[src/rtl/scope_sel_ctrl.sv]
// Scope selector sequencer: collects load / button / auto-dwell requests into
// a pending target and commits them to sig_sel/mod_sel only on a sample_tick,
// so the scope never switches waveform in the middle of a sample.
module scope_sel_ctrl #(
  parameter int NUM_SIG     = 4,
  parameter int NUM_MOD     = 4,
  parameter int DWELL_TICKS = 48000
) (
  input  logic       clk,
  input  logic       reset,
  input  logic       sample_tick,
  input  logic       btn_next_sig,
  input  logic       btn_next_mod,
  input  logic       load,
  input  logic [3:0] sw_sig,
  input  logic [3:0] sw_mod,
  input  logic       auto_en,
  output logic [3:0] sig_sel,
  output logic [3:0] mod_sel,
  output logic       sel_update,
  output logic       busy
);

  localparam int              CNT_W    = $clog2(DWELL_TICKS);
  localparam logic [CNT_W-1:0] CNT_MAX = CNT_W'(DWELL_TICKS - 1);
  localparam logic [3:0]      SIG_LAST = 4'(NUM_SIG - 1);
  localparam logic [3:0]      MOD_LAST = 4'(NUM_MOD - 1);

  typedef enum logic {
    IDLE    = 1'b0,
    PENDING = 1'b1
  } state_t;

  // Out-of-range switch values select entry 0 rather than an invalid source.
  function automatic logic [3:0] clamp_sel(input logic [3:0] v, input logic [3:0] last);
    return (v <= last) ? v : 4'd0;
  endfunction

  // Step to the next selection, wrapping after the last valid one.
  function automatic logic [3:0] wrap_inc(input logic [3:0] v, input logic [3:0] last);
    return (v >= last) ? 4'd0 : v + 4'd1;
  endfunction

  state_t           state, state_nxt;
  logic [3:0]       tgt_sig, tgt_mod, tgt_sig_nxt, tgt_mod_nxt;
  logic [3:0]       sig_sel_nxt, mod_sel_nxt;
  logic             sel_update_nxt;
  logic [CNT_W-1:0] dwell_cnt, dwell_cnt_nxt;
  logic             btn_q_sig, btn_q_mod;

  logic             edge_sig, edge_mod, auto_req, manual_req, any_req;
  logic [3:0]       base_sig, base_mod, req_sig, req_mod;

  // Request arbitration, dwell timer and IDLE/PENDING next-state logic.
  always_comb begin
    edge_sig   = btn_next_sig & ~btn_q_sig;
    edge_mod   = btn_next_mod & ~btn_q_mod;
    auto_req   = auto_en & sample_tick & (dwell_cnt == CNT_MAX);

    // While a change is pending, new requests build on the target so that
    // repeated presses before a tick accumulate instead of being lost.
    base_sig   = (state == PENDING) ? tgt_sig : sig_sel;
    base_mod   = (state == PENDING) ? tgt_mod : mod_sel;

    req_sig    = base_sig;
    req_mod    = base_mod;
    manual_req = 1'b0;
    any_req    = 1'b0;

    // Only the highest-priority request class is taken in a cycle.
    if (load) begin
      req_sig    = clamp_sel(sw_sig, SIG_LAST);
      req_mod    = clamp_sel(sw_mod, MOD_LAST);
      manual_req = 1'b1;
      any_req    = 1'b1;
    end else if (edge_sig || edge_mod) begin
      if (edge_sig) req_sig = wrap_inc(base_sig, SIG_LAST);
      if (edge_mod) req_mod = wrap_inc(base_mod, MOD_LAST);
      manual_req = 1'b1;
      any_req    = 1'b1;
    end else if (auto_req) begin
      req_mod = wrap_inc(base_mod, MOD_LAST);
      if (base_mod == MOD_LAST) req_sig = wrap_inc(base_sig, SIG_LAST);
      any_req = 1'b1;
    end

    // A manual change restarts the dwell so auto-cycling does not step
    // immediately after the user picked something.
    dwell_cnt_nxt = dwell_cnt;
    if (!auto_en || manual_req) begin
      dwell_cnt_nxt = '0;
    end else if (sample_tick) begin
      dwell_cnt_nxt = (dwell_cnt == CNT_MAX) ? '0 : dwell_cnt + CNT_W'(1);
    end

    state_nxt      = state;
    tgt_sig_nxt    = tgt_sig;
    tgt_mod_nxt    = tgt_mod;
    sig_sel_nxt    = sig_sel;
    mod_sel_nxt    = mod_sel;
    sel_update_nxt = 1'b0;

    case (state)
      IDLE: begin
        // A tick in the request cycle is deliberately not used for commit.
        if (any_req) begin
          state_nxt   = PENDING;
          tgt_sig_nxt = req_sig;
          tgt_mod_nxt = req_mod;
        end
      end
      PENDING: begin
        tgt_sig_nxt = req_sig;
        tgt_mod_nxt = req_mod;
        if (sample_tick) begin
          sig_sel_nxt    = req_sig;
          mod_sel_nxt    = req_mod;
          sel_update_nxt = 1'b1;
          state_nxt      = IDLE;
        end
      end
      default: state_nxt = IDLE;
    endcase
  end

  // State, target, output and edge-detect registers.
  always_ff @(posedge clk) begin
    if (reset) begin
      state      <= IDLE;
      tgt_sig    <= 4'd0;
      tgt_mod    <= 4'd0;
      sig_sel    <= 4'd0;
      mod_sel    <= 4'd0;
      sel_update <= 1'b0;
      dwell_cnt  <= '0;
      btn_q_sig  <= 1'b0;
      btn_q_mod  <= 1'b0;
    end else begin
      state      <= state_nxt;
      tgt_sig    <= tgt_sig_nxt;
      tgt_mod    <= tgt_mod_nxt;
      sig_sel    <= sig_sel_nxt;
      mod_sel    <= mod_sel_nxt;
      sel_update <= sel_update_nxt;
      dwell_cnt  <= dwell_cnt_nxt;
      btn_q_sig  <= btn_next_sig;
      btn_q_mod  <= btn_next_mod;
    end
  end

  assign busy = (state == PENDING);

endmodule

[config.mk]
export PLATFORM = sky130hd
export DESIGN_NAME = scope_sel_ctrl
export DESIGN_NICKNAME = d
export VERILOG_FILES = /design/src/rtl/scope_sel_ctrl.sv
export SDC_FILE = /design/constraint.sdc
export NUM_CORES = 1
export LEC_CHECK = 0
export CAP_MARGIN = 20
export CORE_MARGIN = 2
export CORE_UTILIZATION = 49
export DETAILED_ROUTE_END_ITERATION = 7
export PLACE_DENSITY = 0.75
export SYNTH_ARGS = -nofsm -noshare
export SYNTH_HDL_FRONTEND = slang
export SYNTH_SLANG_ARGS = --single-unit
[constraint.sdc]
create_clock -name clk -period 2 [get_ports clk]
set_input_delay 0.2 -clock clk [delete_from_list [all_inputs] [get_ports clk]]
set_output_delay 0.2 -clock clk [all_outputs]
set_load 0.02 [all_outputs]
# After elaboration in Yosys (flattened, before gate mapping)
# Index checks and enable logic that the tools add are counted.
[word_totals]
register_bits = 36
out_inout_bits = 10
[op_classes]
n_reduce_logical = 6
n_eq_ne = 3
magnitude_cmp = 4
n_mux = 29
n_addsub = 3
bitwise_logic = 7
[op_table]
columns = ["operator", "count"]
rows = [
  ["4-bit 2-to-1 mux", 17],
  ["16-bit by 1-bit adder with 16-bit output (second input constant)", 1],
  ["16-bit == test (second input constant)", 1],
  ["16-bit 2-to-1 mux", 1],
  ["4-bit case mux with 2 select lines", 2],
  ["4-bit by 1-bit adder with 4-bit output (second input constant)", 2],
  ["4-bit by 2-bit >= comparator with 1-bit output (second input constant)", 2],
  ["4-bit by 2-bit less-or-equal comparator with 1-bit output (second input constant)", 2],
  ["1-bit 2-to-1 mux", 8],
  ["1-bit AND", 4],
  ["4-bit by 2-bit == test with 1-bit output (second input constant)", 1],
  ["2-bit OR reduction", 2],
  ["1-bit NOT", 3],
  ["1-bit logical OR", 2],
  ["2-bit != test (second input constant)", 1],
  ["1-bit case mux with 2 select lines", 1],
  ["2-bit AND reduction", 1],
  ["1-bit logical NOT", 1],
]

# Longest topological paths before layout
[depth]
word_depth = 9
mapped_depth = 8
ltp_nobuf = 7

# Least setup slack after synthesis
# Ideal clock, no wire load.
[synth_path]
kind = "flip-flop to flip-flop"
startpoint = "register state, in the netlist busy"
endpoint = "register mod_sel[0]"
setup_time_ps = 74
path_stages_with_launch = 9
setup_slack_ps = -1
t_arrival_ps = 1927
n_path_buf = 1
path_cell_list = "dfxtp_1 clkbuf_8 mux2_2 ha_1 nor4b_1 o21ai_0 o21ai_0 mux2i_1 a31oi_1"
[synth_between]
elab_chain_cells = 6
word_cells_on_any_way = 9
classes_between = "add/sub (1); order compare (1); mux (6); reduce/logical (1)"
[synth_rtl]
columns = ["item", "line_no", "source"]
rows = [
  ["start, declared", "44", "state_t state, state_nxt;"],
  ["start signal, assigned", "139", "state <= state_nxt;"],
  ["4-bit 2-to-1 mux", "63", "base_mod = (state == PENDING) ? tgt_mod : mod_sel;"],
  ["4-bit by 1-bit adder with 4-bit output or 4-bit by 2-bit >= comparator with 1-bit output (tied branches)", "41", "return (v >= last) ? 4'd0 : v + 4'd1;"],
  ["4-bit 2-to-1 mux", "41", ""],
  ["4-bit 2-to-1 mux, on equally long branches", "81, 78", ""],
  ["4-bit 2-to-1 mux", "76", "end else if (edge_sig || edge_mod) begin"],
  ["4-bit 2-to-1 mux", "71", "if (load) begin"],
  ["end signal, assigned", "143", "mod_sel <= mod_sel_nxt;"],
  ["end, declared", "19", "output logic [3:0] mod_sel,"],
]
# Parallel ways exist; a longest one is shown, timed or not.
# A chain may end at the register's enable or synchronous reset.

# Worst setup path in the final report
[layout_path]
startpoint = "register state, in the netlist busy"
endpoint = "register tgt_mod[0]"
[layout_between]
elab_chain_cells = 8
word_cells_on_any_way = 12
classes_between = "add/sub (1); order compare (1); eq/ne (1); mux (8); bitwise (1)"
[layout_rtl]
columns = ["item", "line_no", "source"]
rows = [
  ["4-bit 2-to-1 mux", "63", ""],
  ["4-bit by 1-bit adder with 4-bit output or 4-bit by 2-bit >= comparator with 1-bit output (tied branches)", "41", ""],
  ["4-bit 2-to-1 mux", "41", ""],
  ["4-bit 2-to-1 mux, on equally long branches", "81, 78", ""],
  ["4-bit 2-to-1 mux", "76", ""],
  ["4-bit 2-to-1 mux", "71", ""],
  ["4-bit 2-to-1 mux", "106", "if (any_req) begin"],
  ["4-bit case mux with 2 select lines", "103", "case (state)"],
  ["end signal, assigned", "141", "tgt_mod <= tgt_mod_nxt;"],
  ["end, declared", "45", "logic [3:0] tgt_sig, tgt_mod, tgt_sig_nxt, tgt_mod_nxt;"],
]
# Parallel ways exist; a longest one is shown, timed or not. The select of a mux whose other input is x is not followed.

==> results.yml <==
synthesis:
  synth-seq-area-share_pct: 39.40
  synth_top_cells_by_area: "dfxtp_1 (39%), nor2_1 (5.1%), nand2_1 (3.9%)"
  yosys-top-cells-count: "dfxtp_1 (36), nor2_1 (25), nand2_1 (19)"
  synthFlopType: "dfxtp_1"
  async_reset_ff_share_pct: 0
  ys_types: 47
  synth_top_area_cell: "dfxtp_1"
  ys_seq_elements: 36
  syn_area_sq_mm: 0.001829
  syn_inst: 208
  synth.most_common_cell: "dfxtp_1"
  syn_avg_cell_area_sq_um: 8.794
  synth_top_area_share_pct: 39.40
  yosysWarnings: 0
  synth_edf_count: 0
  synthesis.nets: 226
power:
  total_power_uw: 1447
  p_leak_uw: 0.0008474
  powerDensity_mw_per_mm2: 613.7
  worst_ir_drop_vdd_mv: 0.4037
clocking:
  cts_buffers: 5
  root_buffer: "clkbuf_8"
  clock_latency_ns: 0.29
  path_clk_slew_ns: 0.07
  cts_sinks: 36
  h-tree-depth: 2
  clk_path_buf_depth: 2
  cts_tree: "yes"
setup_path:
  reg2reg_from: "busy"
  cp-end-kind: "flop"
  reg2reg_slack_ns: 0.01
  cp.arrival_ns: 2.20
  setup.worst_path.start: "busy"
  r2r-end: "tgt_mod[0]"
  path_class: "flop to flop"
  worstRegToRegCells: 7
  required_ns: 2.21
  cp-start-kind: "flop"
  crit_end: "tgt_mod[0]"
  cp_max_fo: 6
placement:
  gp_congestion: 0.8248
  place_area_sq_mm: 0.002212
  port_buffers: 24
  dp_hpwl_microns: 3016
  dp_slack_ns: -0.1851
floorplanning:
  die_x_microns: 65.10
  initial_utilization_pct: 50.34
  placeableCoreArea_sq_mm: 0.003633
  die_h_microns: 65.10
  placementRows: 22
  die_area_sq_mm: 0.004238
  io_pins: 25
status:
  outcome: "finished clean"
sta:
  max_freq_mhz: 502.6
  finalCritPeriodShare_pct: 99.47
  hold_viol: 0
  slew_headroom_pct: 68.42
  skew_ns: 0.004365
  slew_violations: 0
  fin_crit_ns: 1.989
  setup_viol: 0
  worst_slew_pin_slew_ns: 0.4701
  layout_setup_ws_ns: 0.01053
  fin_tns_setup_ns: 0
  rsz0062_at_grt: "yes"
final_layout:
  nets: 270
  diodes: 0
  area_delta_synth_final_pct: 28.93
  n_fill_cell: 330
  drive_above_1_share_pct: 19.44
  post-route-cell-area_sq_mm: 0.002359
global_route:
  grt_pass1_wl_microns: 6975
  grt_pass1_vias: 1591
  antenna_found_initial: 0
  grtUsageTotal_pct: 21.37
  grt_max_degree: 16
  grt-ovfl-total: 0
routing:
  detail-route-antenna-nets: 0
  drc_errors: 0
  wl_microns: 4214
  vias: 1664
  drt_iter0_drc: 98
  wl_per_cell_microns: 14.05
  first_pass_iters: 4
  viasPerCell: 5.547
hold_path:
  hp-class: "flop to flop"
flow_run:
  cap_viol_max_count: 0
==> power breakdown <==
| part | switching, uW | internal, uW |
|---|---|---|
| registers | 12.9 | 734 |
| clock network | 248 | 236 |
| logic | 110 | 105 |
==> cell usage in the layout, fill, tap and decap left out, types with 2 or more instances in the layout <==
cell type / count
clkbuf_8: 5
xnor2_1: 5
o21ai_1: 4
a32o_1: 2
mux2_2: 3
or3_1: 3
o21ai_0: 9
a21oi_1: 11
clkdlybuf4s50_1: 24
nor2_1: 25
and3_1: 2
nor3b_1: 2
nor3_1: 6
nand3_1: 9
buf_4: 20
inv_1: 7
nand4_1: 5
dfxtp_1: 34
mux2i_1: 2
ha_2: 2
a31oi_1: 3
nor2b_1: 5
xor2_1: 8
nand2_1: 19
a32oi_1: 2
==> cells by family (layout without fill, tap and decap cells) <==
family	Yosys count	count (layout)	share of synthesized area, %
AND/OR/NAND/NOR	90	90	27.29
AO/OA/AOI/OAI	44	44	15.60
flip-flops	36	36	39.40
buffers and inverters	16	60	5.883
XOR/XNOR	13	13	6.224
multiplexers	6	6	3.557
adder cells (fa/ha/maj)	3	3	2.052
==> worst min path at each step <==
| stage | startpoint | to | slack (ns) | cells after the start |
|---|---|---|---|---|
| 2_1_floorplan | reset | btn_q_mod | 0.27 | 1 |
| 3_3_place_gp | sig_sel[2] | sig_sel[2] | 0.47 | 2 |
| 3_5_place_dp | tgt_mod[3] | mod_sel[3] | 0.48 | 2 |
| 4_1_cts | tgt_mod[3] | mod_sel[3] | 0.49 | 2 |
| 5_1_grt | sig_sel[2] | sig_sel[2] | 0.52 | 2 |
| 6_report | sig_sel[2] | sig_sel[2] | 0.49 | 2 |
==> stage by stage <==
step           std cells  utilization, %  hold slack (ns)
3_5_place_dp         291           60.88           0.4800
2_1_floorplan        208               -           0.2716
3_3_place_gp         291           60.88           0.4747
4_1_cts              298           63.02           0.4916
6_report             300           64.91           0.4934
5_1_grt              300           64.91           0.5181
==> worst max-delay path: stages (launching register included) <==
cell     delay, ns
dfxtp_4       0.40
mux2_2        0.36
ha_2          0.22
nor4b_1       0.31
o21ai_0       0.17
o21ai_1       0.14
mux2i_1       0.12
a31oi_1       0.19
==> final cells by class <==
class / count / area (sq um) / share of cell area, %
Timing Repair Buffer: 46 / 415.4 / 17.61
Multi-Input combinational cell: 156 / 1054 / 44.67
Clock inverter: 1 / 5.005 / 0.2122
Sequential cell: 36 / 725.7 / 30.77
Tap cell: 48 / 60.06 / 2.546
Clock buffer: 6 / 72.57 / 3.077
Inverter: 7 / 26.28 / 1.114
==> flip-flops by register name, indices dropped and copies added, names as in the netlist <==
| register | cells |
|---|---|
| dwell_cnt | 16 |
| mod_sel | 4 |
| sig_sel | 4 |
| tgt_mod | 4 |
| tgt_sig | 4 |
| btn_q_mod | 1 |
| btn_q_sig | 1 |
| busy | 1 |
| sel_update | 1 |
==> repair_timing <==
item	4_1_cts	5_1_grt
buffers inserted	0	2
endpoints found under the setup margin	0	9
gates resized for setup	0	17
hold buffers	0	0
==> per-layer routing <==
layer | track usage (%) | up-vias | routed length [microns]
met1 | 24.27 | 782 | 1790
li1 | - | 831 | -
met2 | 38.14 | 46 | 2160
met4 | 11.20 | 0 | 63
met3 | 3.767 | 5 | 200
met5 | 0 | - | 0
(Power assumes the default switching activity.)
